### src/rtl/uart_prog_loader_if.sv
// Bus bundle for uart_prog_loader: UART rx/tx byte streams, memory write port, boot jump and status.
// The slave modport is the loader's view; the master modport is the surrounding system's view.
interface uart_prog_loader_if;
  logic [7:0]  rx_data;
  logic        rx_valid;
  logic [7:0]  tx_data;
  logic        tx_valid;
  logic        tx_ready;
  logic [31:0] mem_addr;
  logic [31:0] mem_wdata;
  logic        mem_we;
  logic        mem_ack;
  logic [31:0] boot_pc;
  logic        boot_go;
  logic        busy;
  logic        overrun;

  modport slave (
    input  rx_data, rx_valid, tx_ready, mem_ack,
    output tx_data, tx_valid, mem_addr, mem_wdata, mem_we, boot_pc, boot_go, busy, overrun
  );

  modport master (
    output rx_data, rx_valid, tx_ready, mem_ack,
    input  tx_data, tx_valid, mem_addr, mem_wdata, mem_we, boot_pc, boot_go, busy, overrun
  );
endinterface

### src/rtl/uart_prog_loader.sv
// Byte-command program loader: 'o' sets the load pointer, 'd' writes a word, 'i' sends the ID, 'j' jumps.
// Optional macro PROG_LOADER_ACK_EN: each completed write is acknowledged by transmitting '.'.
module uart_prog_loader #(
  parameter logic [31:0] ID_WORD    = 32'h504C502D,
  parameter logic [31:0] RESET_ADDR = 32'h10000000
) (
  input  logic              clk,
  input  logic              rst_n,
  uart_prog_loader_if.slave bus
);
  typedef enum logic [2:0] {
    IDLE  = 3'd0,
    ADDR  = 3'd1,
    DATA  = 3'd2,
    WRITE = 3'd3,
    IDTX  = 3'd4,
`ifdef PROG_LOADER_ACK_EN
    JUMP  = 3'd5,
    ACKTX = 3'd6
`else
    JUMP  = 3'd5
`endif
  } state_t;

  state_t      r_state;
  state_t      w_state_next;
  logic [1:0]  r_cnt;
  logic [23:0] r_word;
  logic [31:0] r_ptr;
  logic [7:0]  r_tx_data;
  logic        r_tx_valid;
  logic [31:0] r_mem_addr;
  logic [31:0] r_mem_wdata;
  logic        r_mem_we;
  logic [31:0] r_boot_pc;
  logic        r_boot_go;
  logic        r_overrun;

  logic [31:0] w_word;
  logic        w_tx_fire;
  logic        w_drop;
  logic [7:0]  w_id_next;

  // The fourth byte of a field is combined straight from rx_data, so only three bytes are stored.
  assign w_word    = {r_word, bus.rx_data};
  assign w_tx_fire = r_tx_valid && bus.tx_ready;
  assign w_drop    = bus.rx_valid && (r_state != IDLE) && (r_state != ADDR) && (r_state != DATA);

  always_comb begin
    w_id_next = ID_WORD[7:0];
    case (r_cnt)
      2'd0:    w_id_next = ID_WORD[23:16];
      2'd1:    w_id_next = ID_WORD[15:8];
      default: w_id_next = ID_WORD[7:0];
    endcase
  end

  always_ff @(posedge clk or negedge rst_n) begin
    if (!rst_n) r_state <= IDLE;
    else        r_state <= w_state_next;
  end

  always_comb begin
    w_state_next = r_state;
    case (r_state)
      IDLE: begin
        if (bus.rx_valid) begin
          case (bus.rx_data)
            8'h6F:   w_state_next = ADDR;
            8'h64:   w_state_next = DATA;
            8'h69:   w_state_next = IDTX;
            8'h6A:   w_state_next = JUMP;
            default: w_state_next = IDLE;
          endcase
        end
      end
      ADDR:  if (bus.rx_valid && r_cnt == 2'd3) w_state_next = IDLE;
      DATA:  if (bus.rx_valid && r_cnt == 2'd3) w_state_next = WRITE;
`ifdef PROG_LOADER_ACK_EN
      WRITE: if (bus.mem_ack) w_state_next = ACKTX;
      ACKTX: if (w_tx_fire) w_state_next = IDLE;
`else
      WRITE: if (bus.mem_ack) w_state_next = IDLE;
`endif
      IDTX:  if (w_tx_fire && r_cnt == 2'd3) w_state_next = IDLE;
      JUMP:  w_state_next = IDLE;
      default: w_state_next = IDLE;
    endcase
  end

  always_ff @(posedge clk or negedge rst_n) begin
    if (!rst_n) begin
      r_cnt       <= 2'd0;
      r_word      <= 24'd0;
      r_ptr       <= RESET_ADDR;
      r_tx_data   <= 8'd0;
      r_tx_valid  <= 1'b0;
      r_mem_addr  <= 32'd0;
      r_mem_wdata <= 32'd0;
      r_mem_we    <= 1'b0;
      r_boot_pc   <= 32'd0;
      r_boot_go   <= 1'b0;
      r_overrun   <= 1'b0;
    end else begin
      r_boot_go <= 1'b0;
      if (w_drop) r_overrun <= 1'b1;
      case (r_state)
        IDLE: begin
          r_cnt <= 2'd0;
          if (bus.rx_valid && bus.rx_data == 8'h69) begin
            r_tx_valid <= 1'b1;
            r_tx_data  <= ID_WORD[31:24];
          end
        end
        ADDR, DATA: begin
          if (bus.rx_valid) begin
            r_cnt  <= r_cnt + 2'd1;
            r_word <= {r_word[15:0], bus.rx_data};
            if (r_cnt == 2'd3) begin
              if (r_state == ADDR) begin
                r_ptr <= {w_word[31:2], 2'b00};
              end else begin
                r_mem_we    <= 1'b1;
                r_mem_addr  <= r_ptr;
                r_mem_wdata <= w_word;
              end
            end
          end
        end
        WRITE: begin
          if (bus.mem_ack) begin
            r_mem_we <= 1'b0;
            r_ptr    <= r_ptr + 32'd4;
`ifdef PROG_LOADER_ACK_EN
            r_tx_valid <= 1'b1;
            r_tx_data  <= 8'h2E;
`endif
          end
        end
        IDTX: begin
          if (w_tx_fire) begin
            r_cnt <= r_cnt + 2'd1;
            if (r_cnt == 2'd3) r_tx_valid <= 1'b0;
            else               r_tx_data  <= w_id_next;
          end
        end
        JUMP: begin
          r_boot_go <= 1'b1;
          r_boot_pc <= r_ptr;
        end
`ifdef PROG_LOADER_ACK_EN
        ACKTX: if (w_tx_fire) r_tx_valid <= 1'b0;
`endif
        default: ;
      endcase
    end
  end

  assign bus.tx_data   = r_tx_data;
  assign bus.tx_valid  = r_tx_valid;
  assign bus.mem_addr  = r_mem_addr;
  assign bus.mem_wdata = r_mem_wdata;
  assign bus.mem_we    = r_mem_we;
  assign bus.boot_pc   = r_boot_pc;
  assign bus.boot_go   = r_boot_go;
  assign bus.busy      = (r_state != IDLE);
  assign bus.overrun   = r_overrun;
endmodule

### src/flat_wrapper.sv
// flat-port wrapper written by rule: the top's interface ports become plain ports
module uart_prog_loader_flat 
#(
  parameter logic [31:0] ID_WORD    = 32'h504C502D,
  parameter logic [31:0] RESET_ADDR = 32'h10000000
)
  (clk, rst_n, bus_rx_data, bus_rx_valid, bus_tx_ready, bus_mem_ack, bus_tx_data, bus_tx_valid, bus_mem_addr, bus_mem_wdata, bus_mem_we, bus_boot_pc, bus_boot_go, bus_busy, bus_overrun);
  uart_prog_loader_if bus_i ();
  input  logic clk;
  input  logic rst_n;
  input wire logic [$bits(bus_i.rx_data)-1:0] bus_rx_data;
  input wire logic [$bits(bus_i.rx_valid)-1:0] bus_rx_valid;
  input wire logic [$bits(bus_i.tx_ready)-1:0] bus_tx_ready;
  input wire logic [$bits(bus_i.mem_ack)-1:0] bus_mem_ack;
  output wire logic [$bits(bus_i.tx_data)-1:0] bus_tx_data;
  output wire logic [$bits(bus_i.tx_valid)-1:0] bus_tx_valid;
  output wire logic [$bits(bus_i.mem_addr)-1:0] bus_mem_addr;
  output wire logic [$bits(bus_i.mem_wdata)-1:0] bus_mem_wdata;
  output wire logic [$bits(bus_i.mem_we)-1:0] bus_mem_we;
  output wire logic [$bits(bus_i.boot_pc)-1:0] bus_boot_pc;
  output wire logic [$bits(bus_i.boot_go)-1:0] bus_boot_go;
  output wire logic [$bits(bus_i.busy)-1:0] bus_busy;
  output wire logic [$bits(bus_i.overrun)-1:0] bus_overrun;
  assign bus_i.rx_data = bus_rx_data;
  assign bus_i.rx_valid = bus_rx_valid;
  assign bus_i.tx_ready = bus_tx_ready;
  assign bus_i.mem_ack = bus_mem_ack;
  assign bus_tx_data = bus_i.tx_data;
  assign bus_tx_valid = bus_i.tx_valid;
  assign bus_mem_addr = bus_i.mem_addr;
  assign bus_mem_wdata = bus_i.mem_wdata;
  assign bus_mem_we = bus_i.mem_we;
  assign bus_boot_pc = bus_i.boot_pc;
  assign bus_boot_go = bus_i.boot_go;
  assign bus_busy = bus_i.busy;
  assign bus_overrun = bus_i.overrun;
  uart_prog_loader #(.ID_WORD(ID_WORD), .RESET_ADDR(RESET_ADDR)) u_core (.clk(clk), .rst_n(rst_n), .bus(bus_i));
endmodule
### config.mk
export PLATFORM = sky130hd
export DESIGN_NAME = uart_prog_loader_flat
export DESIGN_NICKNAME = d
export VERILOG_FILES = /design/src/rtl/uart_prog_loader_if.sv /design/src/rtl/uart_prog_loader.sv /design/src/flat_wrapper.sv
export SDC_FILE = /design/constraint.sdc
export NUM_CORES = 1
export LEC_CHECK = 0
export ABC_AREA = 1
export BUFFER_PORTS_ARGS = -buffer_cell sky130_fd_sc_hd__clkbuf_2
export CAP_MARGIN = 5
export CORE_UTILIZATION = 60
export CTS_CLUSTER_SIZE = 28
export DETAILED_ROUTE_END_ITERATION = 10
export HOLD_SLACK_MARGIN = 0.08
export PLACE_DENSITY = 0.94
export SLEW_MARGIN = 10
export SYNTH_ARGS = -nofsm -noshare
export SYNTH_HDL_FRONTEND = slang
export SYNTH_SLANG_ARGS = --single-unit
export TNS_END_PERCENT = 10
### constraint.sdc
create_clock -name clk -period 4.47 [get_ports clk]
set_clock_uncertainty 0.15 [all_clocks]
set_input_delay 0.894 -clock clk [delete_from_list [all_inputs] [get_ports clk]]
set_output_delay 0.894 -clock clk [all_outputs]
set_load 0.005 [all_outputs]
* After elaboration in Yosys (flattened, before gate mapping)
Cells that the tools add are included.
** Operators by class
- Add/subtract/negate cells :: 2
- Equality and inequality tests :: 26
- Muxes and demuxes :: 30
- Bitwise logic cells :: 1
- Reductions and logical operators :: 22
** Operator list (number)
- 32-bit two-way mux :: 4
- 32-bit case mux with 2 select lines :: 1
- 32-bit by 3-bit adder with 32-bit output (second input constant) :: 1
- 8-bit by 7-bit equality test with 1-bit output (second input constant) :: 4
- 8-bit two-way mux :: 3
- 2-bit by 1-bit != test with 1-bit output (second input constant) :: 8
- 8-bit case mux with 2 select lines :: 1
- 3-bit two-way mux :: 5
- 3-bit case mux with 5 select lines :: 1
- 5-bit AND reduction :: 3
- 7-bit case mux with 2 select lines :: 1
- 3-bit case mux with 4 select lines :: 1
- 4-bit AND reduction :: 3
- 2-bit != test (second input constant) :: 5
- 1-bit two-way mux :: 8
- 1-bit logical AND :: 7
- 3-bit by 2-bit equality test with 1-bit output (second input constant) :: 2
- 3-bit equality test (second input constant) :: 2
- 2-bit case mux with 3 select lines :: 1
- 3-bit nonzero test :: 2
- 2-bit two-way mux :: 2
- 1-bit case mux with 2 select lines :: 2
- 2-bit nonzero test :: 2
- 3-bit by 1-bit equality test with 1-bit output (second input constant) :: 1
- other kinds (11) :: 11
** Storage, ports and cells
- Bits in registers :: 169
- Output and inout bits :: 109
- Word-level logic and storage cells :: 93

* Longest topological paths before layout
- Depth after elaboration :: 5
- Gate-level depth with buffers :: 10
- Mapped depth without buffers :: 10

* Least setup slack after synthesis
OpenSTA, ideal clock, no wires.
- Path type :: in2reg
- Start point :: input port bus_rx_valid
- End point :: register u_core.r_ptr[12]
- Data arrival time :: 1.656 ns
- Required time :: 4.203 ns
- Slack :: 2.547 ns
- Cell stages on the path :: 7
- Cells stage by stage :: nor3_1 nor2_2 nand2_4 inv_4 buf_6 nand3_1 nand2_1
** On the way
- Cells in the longest elaborated chain, start to end :: 2
** Ends and longest elaborated chain
- start, declared :: RTL line flat_wrapper.sv:12 : input wire logic [$bits(bus_i.rx_valid)-1:0] bus_rx_valid;
- 2-bit != test (no source line)
- 5-bit AND reduction (no source line)
- end signal, assigned :: RTL line uart_prog_loader.sv:121 : r_ptr <= {w_word[31:2], 2'b00};
- end signal, assigned :: RTL line uart_prog_loader.sv:133 : r_ptr <= r_ptr + 32'd4;
- end, declared :: RTL line uart_prog_loader.sv:29 : logic [31:0] r_ptr;
Every way passes these cells.
A chain may end at the register's enable or synchronous reset.

* Worst setup path after layout
- Start point :: register u_core.r_state[1]
- End point :: output port bus_busy
** On the way
- Cells in the longest elaborated chain, start to end :: 1
** Ends and longest elaborated chain
- start, declared :: RTL line uart_prog_loader.sv:25 : state_t r_state;
- start signal, assigned :: RTL line uart_prog_loader.sv:60 : else r_state <= w_state_next;
- 3-bit nonzero test :: RTL line uart_prog_loader.sv:166 : assign bus.busy = (r_state != IDLE);
- end, declared :: RTL line flat_wrapper.sv:22 : output wire logic [$bits(bus_i.busy)-1:0] bus_busy;
Every way passes these cells.

==> results.txt <==
GPL Wtd Cong - 0.927
Slew HR - 0.318
top post-synthesis cells by count - nand2_1 (305), dfrtp_1 (158), o21ai_0 (130)
vias in the first global route - 6259
number of synthesized flops with an enable pin - 0
top_reg_cell synth - dfrtp_1
CP Capture Point - bus_busy
clk buf depth - 2
Starting Density - 0.627
Routed Antenna Nets - 0
Worst Max-Slew Pin Slew - 1020 ps
pwr/cell area - 534 mW/mm²
CP Capture Type - output port
Setup crit start - u_core.r_state[1]
I/O pin count - 122
DPL Wire Length - 12600 µm
WL final - 18500 µm
post-DR vias/cell - 5.72
IO buf count - 115
die area - 0.0126 mm²
total grt overflow - 0
core area - 0.0117 mm²
Vias - 6672
postcts setup bufs - 0
Leak - 0.00430 µW
top cell type's share of synthesized area - 0.541
mean post-synth cell area - 8.04 µm²
Startpoint Class - register
Setup TNS - 0 ps
CP Max Fanout - 6
fin. max-slew vios - 0
First-pass DRT Iterations - 6
Resize count post-CTS - 0
DRC errors left - 0
total CTS buffers - 17
first-pass GRT wire length - 30800 µm
fin crit share - 0.548
H-tree depth - 4
reg-to-reg startpoint - u_core.r_state[2]
layout net count - 1028
Final setup viols - 0
Ant. Diodes - 0
# rows - 39
wire per inst - 15.9 µm
critical path class - register to output port
Ys Warns - 0
Mapped Area - 0.00731 mm²
Seq/Total Area, Yosys - 0.544
initial antenna violation count - 0
area leader, netlist - dfrtp_1
Overall Power - 4560 µW
post-synthesis instance total - 909
largest net degree at the start of global routing - 118
Tmin final - 2450 ps
DR iter-0 viols - 753
Synth Register Bits - 159
Hold Fails Final Rpt - 0
status - finished clean
Global Route Usage Sum - 0.316
worst hold path depth - 1
RSZ-0062 raised after global routing - false
# clock sinks - 159
Worst R2R End - u_core.bus.mem_wdata[31]
Clock Latency Late Sink - 430 ps
Syn-to-layout area delta - 16.7%
layout cells sized above 1 - 0.167
Worst VDD drop - 290 µV
CTS clk-pin slew, worst paths - 60 ps
number of library cell types mapped by synthesis - 33
top cells by area, synth - dfrtp_1 (54%), nand2_1 (16%), o21ai_0 (8.9%)
Die H - 112 µm
Root Buffer - clkbuf_16
R2R depth - 6
WP data required - 3430 ps
count leader, synth - nand2_1
max frequency - 0.408 GHz
CTS tree - built
post-synthesis async set-or-reset flop share - 1.00
Hold WC Path Type - register to register
reg-to-reg slack, setup - 2140 ps
maxcap violations - 0
Die Width - 112 µm
Hold-fix buffers, CTS - 0
WP data arrival - 1410 ps
## critical path, cell delays in order, from the launching register on
cell and delay, ps:
dfrtp_1 450, nor2_2 270, nand2_1 130, clkbuf_2 130
## sequential cells by signal (all words and copies together), names as in the netlist
name,cells
u_core.bus.tx_data,4
u_core.bus.tx_valid,1
u_core.bus.mem_addr,30
u_core.bus.boot_pc,30
u_core.r_state,3
u_core.bus.overrun,1
u_core.r_word,24
u_core.bus.boot_go,1
u_core.r_cnt,2
u_core.bus.mem_wdata,32
u_core.r_ptr,30
u_core.bus.mem_we,1
## cells in the final DEF (no fill, tap or decap), types with 2 or more instances in the layout
cell type	synthesis	final
o21ai_1	13	13
clkbuf_16	0	17
clkinvlp_4	0	3
nor3_1	3	3
clkbuf_2	0	114
inv_1	80	80
nand2_1	305	305
bufinv_16	0	4
a21oi_1	4	4
dfrtp_1	158	158
inv_2	2	2
mux2_2	6	6
ha_1	4	4
nand3_1	50	50
o21ai_0	130	130
clkinv_2	0	5
nor2_2	3	3
nand4_1	6	6
xor2_1	2	2
nor2_1	84	83
and2_1	2	2
buf_4	11	4
conb_1	1	6
mux2_1	2	2
clkinv_4	0	2
## kinds of logic after synthesis
| kind of cell | after synthesis | share of synthesized area |
|---|---|---|
| and+or+nand+nor | 458 | 0.252 |
| DFF | 159 | 0.544 |
| AOI/OAI and AO/OA | 152 | 0.106 |
| buffers and inverters | 125 | 0.0762 |
| muxes | 8 | 0.0123 |
| adders and majority gates | 4 | 0.00685 |
| xor gates and xnor gates | 2 | 0.00240 |
| other | 1 | 0.000513 |
## how the worst min path moves through the flow
stage                       startpoint                 end  slack, ps
global placement    u_core.bus.overrun  u_core.bus.overrun        290
finish              u_core.bus.overrun  u_core.bus.overrun        310
CTS                 u_core.bus.overrun  u_core.bus.overrun        320
floorplan           u_core.bus.overrun  u_core.bus.overrun        300
detailed placement  u_core.bus.overrun  u_core.bus.overrun        300
global route        u_core.bus.overrun  u_core.bus.overrun        330
## layer usage
metal | GRT usage | up-vias | share of wire
met2 | 0.487 | 384 | 0.46
met1 | 0.424 | 3142 | 0.41
met3 | 0.0751 | 69 | 0.095
li1 | - | 3077 | -
met4 | 0.156 | 0 | 0.040
met5 | 0 | - | 0
## power by group
part           total (µW)  internal (µW)  switching, µW
Combinational        1070            322            750
Sequential           1970           1720            254
Clock                1520            931            585
## final cells by class
class                      count  area (µm²)
tap                          143         179
clock inverter                15         194
clock buffer                  17         425
inverter                      83         314
sequential                   159        3980
multi-input combinational    630        2810
timing repair buffer         120         632
fill                         809        3130
## metrics by stage
step	hold WS, ps	setup slack, ps	area (µm²)	instances	utilization
after floorplan	301	2550	7330	914	-
after global placement	290	1900	7910	1135	0.678
after detailed placement	304	1870	7910	1135	0.678
after CTS	319	2020	8530	1167	0.732
after global routing	331	1950	8530	1167	0.732
final	311	2020	8530	1167	0.732
Power figures use the tool's default switching activity.
